**config.mk**
```make
export PLATFORM = sky130hd
export DESIGN_NAME = uart_rx_addr
export DESIGN_NICKNAME = d
export VERILOG_FILES = /design/src/rtl/uart_rx_addr.sv
export SDC_FILE = /design/constraint.sdc
export NUM_CORES = 1
export LEC_CHECK = 0
export CORE_ASPECT_RATIO = 0.75
export CORE_UTILIZATION = 52
export DETAILED_ROUTE_END_ITERATION = 10
export PLACE_DENSITY = 0.74
export SKIP_CTS_REPAIR_TIMING = 1
export SYNTH_ARGS = -nofsm -noshare
export SYNTH_HDL_FRONTEND = slang
export SYNTH_SLANG_ARGS = --single-unit
```
**constraint.sdc**
```tcl
create_clock -name clk -period 2.52 [get_ports clk]
set_clock_uncertainty 0.2 [all_clocks]
set_input_delay 0.756 -clock clk [delete_from_list [all_inputs] [get_ports clk]]
set_output_delay 0.756 -clock clk [all_outputs]
set_load 0.02 [all_outputs]
```
**src/rtl/uart_rx_addr.sv**
```systemverilog
// 8N1 UART receiver with 16x oversampling; presents each good byte with its
// 2-bit node-address field (bits 7:6) and flags framing errors.
module uart_rx_addr #(
    parameter int unsigned BAUD_DIV = 326
) (
    input  logic       clk,
    input  logic       reset,
    input  logic       rx_serial,
    output logic [7:0] rx_data,
    output logic [1:0] rx_id,
    output logic       rx_valid,
    output logic       frame_err,
    output logic       busy
);

    localparam int unsigned PW = 16;
    localparam int unsigned TW = 4;
    localparam int unsigned BW = 3;
    localparam int unsigned DW = 8;
    localparam int unsigned IW = 2;

    localparam logic [1:0] IDLE  = 2'd0;
    localparam logic [1:0] START = 2'd1;
    localparam logic [1:0] DATA  = 2'd2;
    localparam logic [1:0] STOP  = 2'd3;

    localparam logic [PW-1:0] PMAX     = PW'(BAUD_DIV - 1);
    localparam logic [TW-1:0] TMID     = TW'(7);
    localparam logic [TW-1:0] TLAST    = TW'(15);
    localparam logic [BW-1:0] BLAST    = BW'(7);

    logic          sync1;
    logic          rxs;
    logic          rxs_d;

    logic [1:0]    state;
    logic [1:0]    state_nxt;
    logic [PW-1:0] pcnt;
    logic [PW-1:0] pcnt_nxt;
    logic [TW-1:0] tcnt;
    logic [TW-1:0] tcnt_nxt;
    logic [BW-1:0] bidx;
    logic [BW-1:0] bidx_nxt;
    logic [DW-1:0] shift;
    logic [DW-1:0] shift_nxt;
    logic [DW-1:0] data_nxt;
    logic [IW-1:0] id_nxt;
    logic          valid_nxt;
    logic          ferr_nxt;
    logic          busy_nxt;
    logic          tick_c;

    // Two-flop synchronizer plus delayed copy for falling-edge detection.
    always_ff @(posedge clk or posedge reset) begin
        if (reset) begin
            sync1 <= 1'b1;
            rxs   <= 1'b1;
            rxs_d <= 1'b1;
        end else begin
            sync1 <= rx_serial;
            rxs   <= sync1;
            rxs_d <= rxs;
        end
    end

    assign tick_c = (state != IDLE) && (pcnt == PMAX);

    // Next-state, counter and output decode.
    always_comb begin
        state_nxt = state;
        pcnt_nxt  = tick_c ? '0 : pcnt + PW'(1);
        tcnt_nxt  = tcnt;
        bidx_nxt  = bidx;
        shift_nxt = shift;
        data_nxt  = rx_data;
        id_nxt    = rx_id;
        valid_nxt = 1'b0;
        ferr_nxt  = 1'b0;

        case (state)
            IDLE: begin
                pcnt_nxt = '0;
                tcnt_nxt = '0;
                bidx_nxt = '0;
                if (rxs_d && !rxs) begin
                    state_nxt = START;
                end
            end
            START: begin
                if (tick_c) begin
                    if (tcnt == TMID) begin
                        tcnt_nxt  = '0;
                        bidx_nxt  = '0;
                        state_nxt = rxs ? IDLE : DATA;
                    end else begin
                        tcnt_nxt = tcnt + TW'(1);
                    end
                end
            end
            DATA: begin
                if (tick_c) begin
                    // tcnt wraps to 0 on the sampling tick
                    tcnt_nxt = tcnt + TW'(1);
                    if (tcnt == TLAST) begin
                        shift_nxt[bidx] = rxs;
                        if (bidx == BLAST) begin
                            state_nxt = STOP;
                        end else begin
                            bidx_nxt = bidx + BW'(1);
                        end
                    end
                end
            end
            STOP: begin
                if (tick_c) begin
                    tcnt_nxt = tcnt + TW'(1);
                    if (tcnt == TLAST) begin
                        if (rxs) begin
                            data_nxt  = shift;
                            id_nxt    = shift[DW-1:DW-IW];
                            valid_nxt = 1'b1;
                        end else begin
                            ferr_nxt = 1'b1;
                        end
                        state_nxt = IDLE;
                    end
                end
            end
            default: begin
                state_nxt = IDLE;
            end
        endcase

        busy_nxt = (state_nxt != IDLE);
    end

    // State and output registers.
    always_ff @(posedge clk or posedge reset) begin
        if (reset) begin
            state     <= IDLE;
            pcnt      <= '0;
            tcnt      <= '0;
            bidx      <= '0;
            shift     <= '0;
            rx_data   <= '0;
            rx_id     <= '0;
            rx_valid  <= 1'b0;
            frame_err <= 1'b0;
            busy      <= 1'b0;
        end else begin
            state     <= state_nxt;
            pcnt      <= pcnt_nxt;
            tcnt      <= tcnt_nxt;
            bidx      <= bidx_nxt;
            shift     <= shift_nxt;
            rx_data   <= data_nxt;
            rx_id     <= id_nxt;
            rx_valid  <= valid_nxt;
            frame_err <= ferr_nxt;
            busy      <= busy_nxt;
        end
    end

endmodule

```
==> results_dict.tcl, run 1 <==
set metrics [dict create \
    cts_root_buffer "clkbuf_8" \
    multi_input_comb_area_sq_mm 0.00106 \
    rows 20 \
    cts_tree "built" \
    crit_chain "inv_1 -> ha_1 -> and4bb_2 -> and4_4 -> nand3_4 -> or4_4 -> mux2_4" \
    path_max_fanout 8 \
    grt_pass1_wl_um 7280 \
    power_density_mw_per_mm2 593 \
    yosysSeqAreaShare_pct 51.0 \
    grt_pass1_vias 1539 \
    ys_warn_count 0 \
    reg2reg_depth 7 \
    ioPinCount 16 \
    slew_headroom_pct 66.8 \
    hp-start "sync1$_DFF_PP1_" \
    die_area_sq_mm 0.00473 \
    ant_nets 0 \
    die_x_um 79.0 \
    synthFlopType "dfrtp_1" \
    cp.required_ps 2510 \
    fin_crit_sh_pct 97.8 \
    cts_sinks 47 \
    clockBufferDepth 2 \
    synth_top_area_cell "dfrtp_1" \
    firstDrtPassIters 4 \
    clock_latency_ps 300 \
    drt-met1-wl_um 2030 \
    status "completed" \
    numCtsBuffers 5 \
    period_minus_slack_ps 2460 \
    synth_top_cells_by_area "dfrtp_1, mux2_4, xor2_1" \
    drt_iter0_markers 108 \
    grt_max_degree 27 \
    irDropWorstVdd_uv 393 \
    drive_gt1_share_pct 24.1 \
    globalplace.congestion 0.848 \
    synthArstFlopShare_pct 100 \
    n_fill_cell 329 \
    synthCells 201 \
    drt-wirelength-per-cell_um 15.5 \
    syn_avg_cell_area_sq_um 11.5 \
    io_buffers 15 \
    clkTransAtPathRegs_ps 80 \
    grt_antenna_before_repair 0 \
    n_antenna_cell 0 \
    rrSetupSlack_ps 60 \
    synth_area_sq_mm 0.00231 \
    core_area_sq_mm 0.00415 \
    initial_utilization_pct 55.7 \
    finalWirelength_um 4320 \
    cpMaxStageDelayCell "or4_4" \
    p_leak_nw 1.19 \
    synth_edf_count 0 \
    dp_hpwl_um 3090 \
    setup_viol 0 \
    hold_viol_final 0 \
    holdPathStages 0 \
    fin_util_pct 64.6 \
    htreeDepth 2 \
    worst_slew_pin_slew_ps 494 \
    hold_path.class "reg2reg" \
    cap_violations 0 \
    rsz0062_at_grt "yes" \
    drc_errors 0 \
    cp-end-kind "register" \
    max_stage_delay_ps 610 \
    dr_wl_met2_um 2050 \
    synthesis.nets 209 \
    synth_most_common_cell "dfrtp_1" \
    synth-seq-cells 47 \
    synth_top_area_share_pct 47.6 \
    fmax_mhz 406 \
    vias 1587 \
    rr_startpoint "pcnt[1]$_DFF_PP0_" \
    wl_met3_um 164 \
    grt_overflow 0 \
    viasPerCell 5.69 \
    startpoint_type "register" \
    worstHoldEndpoint "rxs$_DFF_PP1_" \
    place_ws_ps -130 \
    power.total_mw 1.59 \
    r2r-end "rx_data[5]$_DFFE_PP0P_" \
    top_layer "met4" \
    cp.arrival_ps 2450 \
    layout_setup_ws_ps 55.9 \
    final_nets 231 \
    grtUsageTotal_pct 21.3 \
    synth_commonest_cells "dfrtp_1, nor2_1, nand2_1" \
    areaGrowthSynthToFinish_pct 15.9 \
    seq_area_sq_mm 0.00118 \
    finalMaxSlewViolations 0 \
    fp.dieH_um 59.8 \
    critPathKind "reg2reg" \
    yosysUniqueCellTypes 43 \
]
## stage by stage
step,cell area (sq um),hold WS (ps),TNS (ps),cells
after floorplan,2310,145,0,201
after global placement,2570,149,0,271
after detailed placement,2570,147,-248,271
after CTS,2670,162,-438,279
after global routing,2680,163,-319,279
final,2680,159,0,279
## logic make-up after synthesis
| kind of cell | count (synthesis) | share of synthesized area (%) |
|---|---|---|
| compound gates | 18 | 5.13 |
| xor+xnor | 16 | 6.05 |
| fa+ha+maj | 5 | 2.70 |
| buf+inv | 18 | 4.00 |
| flops | 47 | 51.0 |
| mux | 19 | 10.4 |
| simple gates | 78 | 20.8 |
## layout make-up
cell class | count | share of cell area (%)
clock buffers | 8 | 3.73
inverters | 6 | 0.840
multi-input cells | 136 | 39.4
flip-flops and latches | 47 | 44.0
well taps | 55 | 2.57
repair buffers | 27 | 9.42
## critical path: cells and delay by family (launching register included)
kind / cells / cell delay, ps
fa+ha+maj: 1 / 140
buf+inv: 1 / 60
simple gates: 4 / 1230
mux: 1 / 340
flops: 1 / 380
## flip-flops by register name, summed over array words and instances (netlist names)
signal and cells:
bidx 3, tcnt 4, busy 1, pcnt 16
state 2, rxs 1, frame_err 1, sync1 1
rx_data 8, shift 8, rx_valid 1, rxs_d 1
## cells in the final DEF, fill, tap and decap left out, types with 2 or more instances in the layout
cell              n
dfrtp_1          43
nor2_1           25
clkdlybuf4s50_1  15
nand2_1          14
xor2_1           12
buf_4            11
mux2_4            8
mux2_2            8
clkbuf_8          7
nor3_1            6
nand3_1           6
inv_1             5
ha_1              5
nand4_1           4
xnor2_1           4
nor4_1            4
nor4b_4           3
a31oi_1           3
a21oi_1           3
mux2i_1           3
o21ai_0           3
nor4b_2           3
dfstp_2           3
nand2b_1          2
a22oi_1           2
or4_4             2
## routing by layer
layer	global-route usage, %	up-vias
met2	33.3	37
met1	28.1	799
met3	5.50	7
met4	10.4	0
met5	0	-
li1	-	744
## worst max path at each step
stage	start	end	slack, ps	depth (start not counted)
final	pcnt[1]$_DFF_PP0_	rx_data[5]$_DFFE_PP0P_	60	7
after detailed placement	pcnt[3]$_DFF_PP0_	shift[4]$_DFFE_PP0P_	-130	5
after global routing	pcnt[13]$_DFF_PP0_	shift[5]$_DFFE_PP0P_	-40	5
after CTS	pcnt[3]$_DFF_PP0_	shift[4]$_DFFE_PP0P_	-130	5
after global placement	pcnt[3]$_DFF_PP0_	shift[1]$_DFFE_PP0P_	50	5
after floorplan	pcnt[1]$_DFF_PP0_	shift[4]$_DFFE_PP0P_	50	8
## power breakdown
part,internal [mW],switching (mW)
logic,0.120,0.137
clock network,0.250,0.237
registers,0.803,0.0445
(Power assumes the default switching activity.)
==> inputs of run 2 (changes only) <==
--- a/config.mk
+++ b/config.mk
@@ -6,9 +6,11 @@
 export NUM_CORES = 1
 export LEC_CHECK = 0
 export CORE_ASPECT_RATIO = 0.75
-export CORE_UTILIZATION = 52
+export CORE_UTILIZATION = 55
+export CTS_BUF_LIST = sky130_fd_sc_hd__clkbuf_2
+export CTS_CLUSTER_SIZE = 12
 export DETAILED_ROUTE_END_ITERATION = 10
-export PLACE_DENSITY = 0.74
+export PLACE_DENSITY = 0.77
 export SKIP_CTS_REPAIR_TIMING = 1
 export SYNTH_ARGS = -nofsm -noshare
 export SYNTH_HDL_FRONTEND = slang
==> run 2 against run 1 <==
Compared with the run above: first-iteration DRC count rose by 13%; final cell count rose by 0.72%; sequential power rose by 0.5%; non-clock buffer count rose by 2; critical path depth fell by 2; flip-flop and latch count did not move; register-to-register slack got worse by 40 ps; worst setup slack got worse by 38 ps; largest power group unchanged; via count fell by 1.6%; power rose by 3.1%; clock-buffer cell count fell by 2.
==> results_dict.tcl, run 2 (synthesis results as in run 1) <==
set metrics [dict create \
    status "completed" \
    firstDrtPassIters 4 \
    largest_reg_flops 16 \
    ioPinCount 16 \
    rrSetupSlack_ps 20 \
    rsz0062_at_grt "yes" \
    crit_chain "nor4b_4 -> and4_4 -> nand3_4 -> or4_4 -> mux2_4" \
    final_nets 233 \
    drt-wirelength-per-cell_um 15.3 \
    grt_antenna_before_repair 0 \
    period_minus_slack_ps 2500 \
    clockBufferDepth 2 \
    grtUsageTotal_pct 20.8 \
    critPathKind "reg2reg" \
    viasPerCell 5.56 \
    clkTransAtPathRegs_ps 240 \
    dp_hpwl_um 3000 \
    drive_gt1_share_pct 26.1 \
    cp.arrival_ps 2630 \
    n_fill_cell 300 \
    worst_slew_pin_slew_ps 648 \
    die_x_um 76.9 \
    slew_headroom_pct 56.5 \
    rows 20 \
    drt_iter0_markers 122 \
    whs_ps 176 \
    cts_tree "built" \
    n_antenna_cell 0 \
    areaGrowthSynthToFinish_pct 16.2 \
    die_area_sq_mm 0.00447 \
    io_buffers 15 \
    hold_path.class "reg2reg" \
    ant_nets 0 \
    p_leak_nw 1.20 \
    grt_pass1_wl_um 6960 \
    cp.required_ps 2650 \
    fin_util_pct 66.4 \
    grt_overflow 0 \
    htreeDepth 2 \
    instances_no_fill 281 \
    cpMaxStageDelayCell "or4_4" \
    vias 1562 \
    cp_top_family "simple AND/OR/NAND/NOR gates" \
    finalMaxSlewViolations 0 \
    fin_crit_sh_pct 99.3 \
    clock_latency_ps 430 \
    max_stage_delay_ps 650 \
    finalWirelength_um 4300 \
    cts_root_buffer "clkbuf_2" \
    globalplace.congestion 0.883 \
    initial_utilization_pct 57.1 \
    power_density_mw_per_mm2 610 \
    fp.dieH_um 58.2 \
    numCtsBuffers 5 \
    cap_violations 0 \
    reg_top3 "pcnt x16, rx_data x8, shift x8" \
    dp_cells 269 \
    drc_errors 0 \
    cts_sinks 47 \
    cp-end-kind "register" \
    fmax_mhz 400 \
    setup_viol 0 \
    irDropWorstVdd_uv 380 \
    grt_pass1_vias 1480 \
    final_cell_mix "dfrtp_1, nor2_1, clkdlybuf4s50_1, nand2_1, buf_4" \
    crit_buf_inv 0 \
    path_max_fanout 8 \
    largest-register "pcnt" \
    startpoint_type "register" \
    mostFrequentLayoutCell "dfrtp_1" \
    postLayoutCellArea_sq_mm 0.00269 \
    placed_area_sq_mm 0.00255 \
    hold_viol_final 0 \
    core_area_sq_mm 0.00405 \
    grt_max_degree 48 \
]
==> run 2: changes by cell type in the layout (fill, tap and decap cells not counted), sizes merged <==
cell / delta
clkbuf: -2
inv: -1
clkinv: +1
buf: +2
bufinv: +2
==> run 2: final timing paths <==
check	start	endpoint	cells after the start
max in group asynchronous	reset	rxs$_DFF_PP1_	3
min in group asynchronous	reset	rx_data[4]$_DFFE_PP0P_	3
min reg2reg	sync1$_DFF_PP1_	rxs$_DFF_PP1_	0
max reg2reg	pcnt[4]$_DFF_PP0_	rx_data[1]$_DFFE_PP0P_	5
max	pcnt[4]$_DFF_PP0_	rx_data[1]$_DFFE_PP0P_	5
min	sync1$_DFF_PP1_	rxs$_DFF_PP1_	0
==> run 2: through the flow <==
step / power (mW) / setup WS (ps) / TNS (ps)
global route: 1.71 / -40.6 / -322
global placement: 1.09 / 44.8 / 0
CTS: 1.61 / -93.1 / -292
finish: 1.64 / 17.5 / 0
detailed placement: 1.11 / -47.4 / -57.3
floorplan: 1.01 / 50.6 / 0
==> run 2: cell type report <==
cell class,instances,area [sq um],share of cell area [%]
Tap cell,55,68.8,2.56
Timing Repair Buffer,29,268,9.95
Inverter,6,22.5,0.837
Clock inverter,2,60.1,2.23
Sequential cell,47,1180,44.0
Multi-Input combinational cell,136,1060,39.3
Clock buffer,6,30.0,1.12
==> run 2: routing by layer <==
| metal | share of wire, % | track usage, % | up-vias |
|---|---|---|---|
| met1 | 48 | 27.2 | 778 |
| met3 | 3.0 | 4.72 | 10 |
| li1 | - | - | 745 |
| met5 | 0 | 0 | - |
| met2 | 47 | 33.8 | 29 |
| met4 | 1.7 | 9.07 | 0 |
==> run 2: report_power, final <==
part,total (mW),switching [mW],internal (mW)
registers,0.851,0.0457,0.805
logic,0.282,0.141,0.141
clock network,0.507,0.236,0.271
total,1.64,0.423,1.22
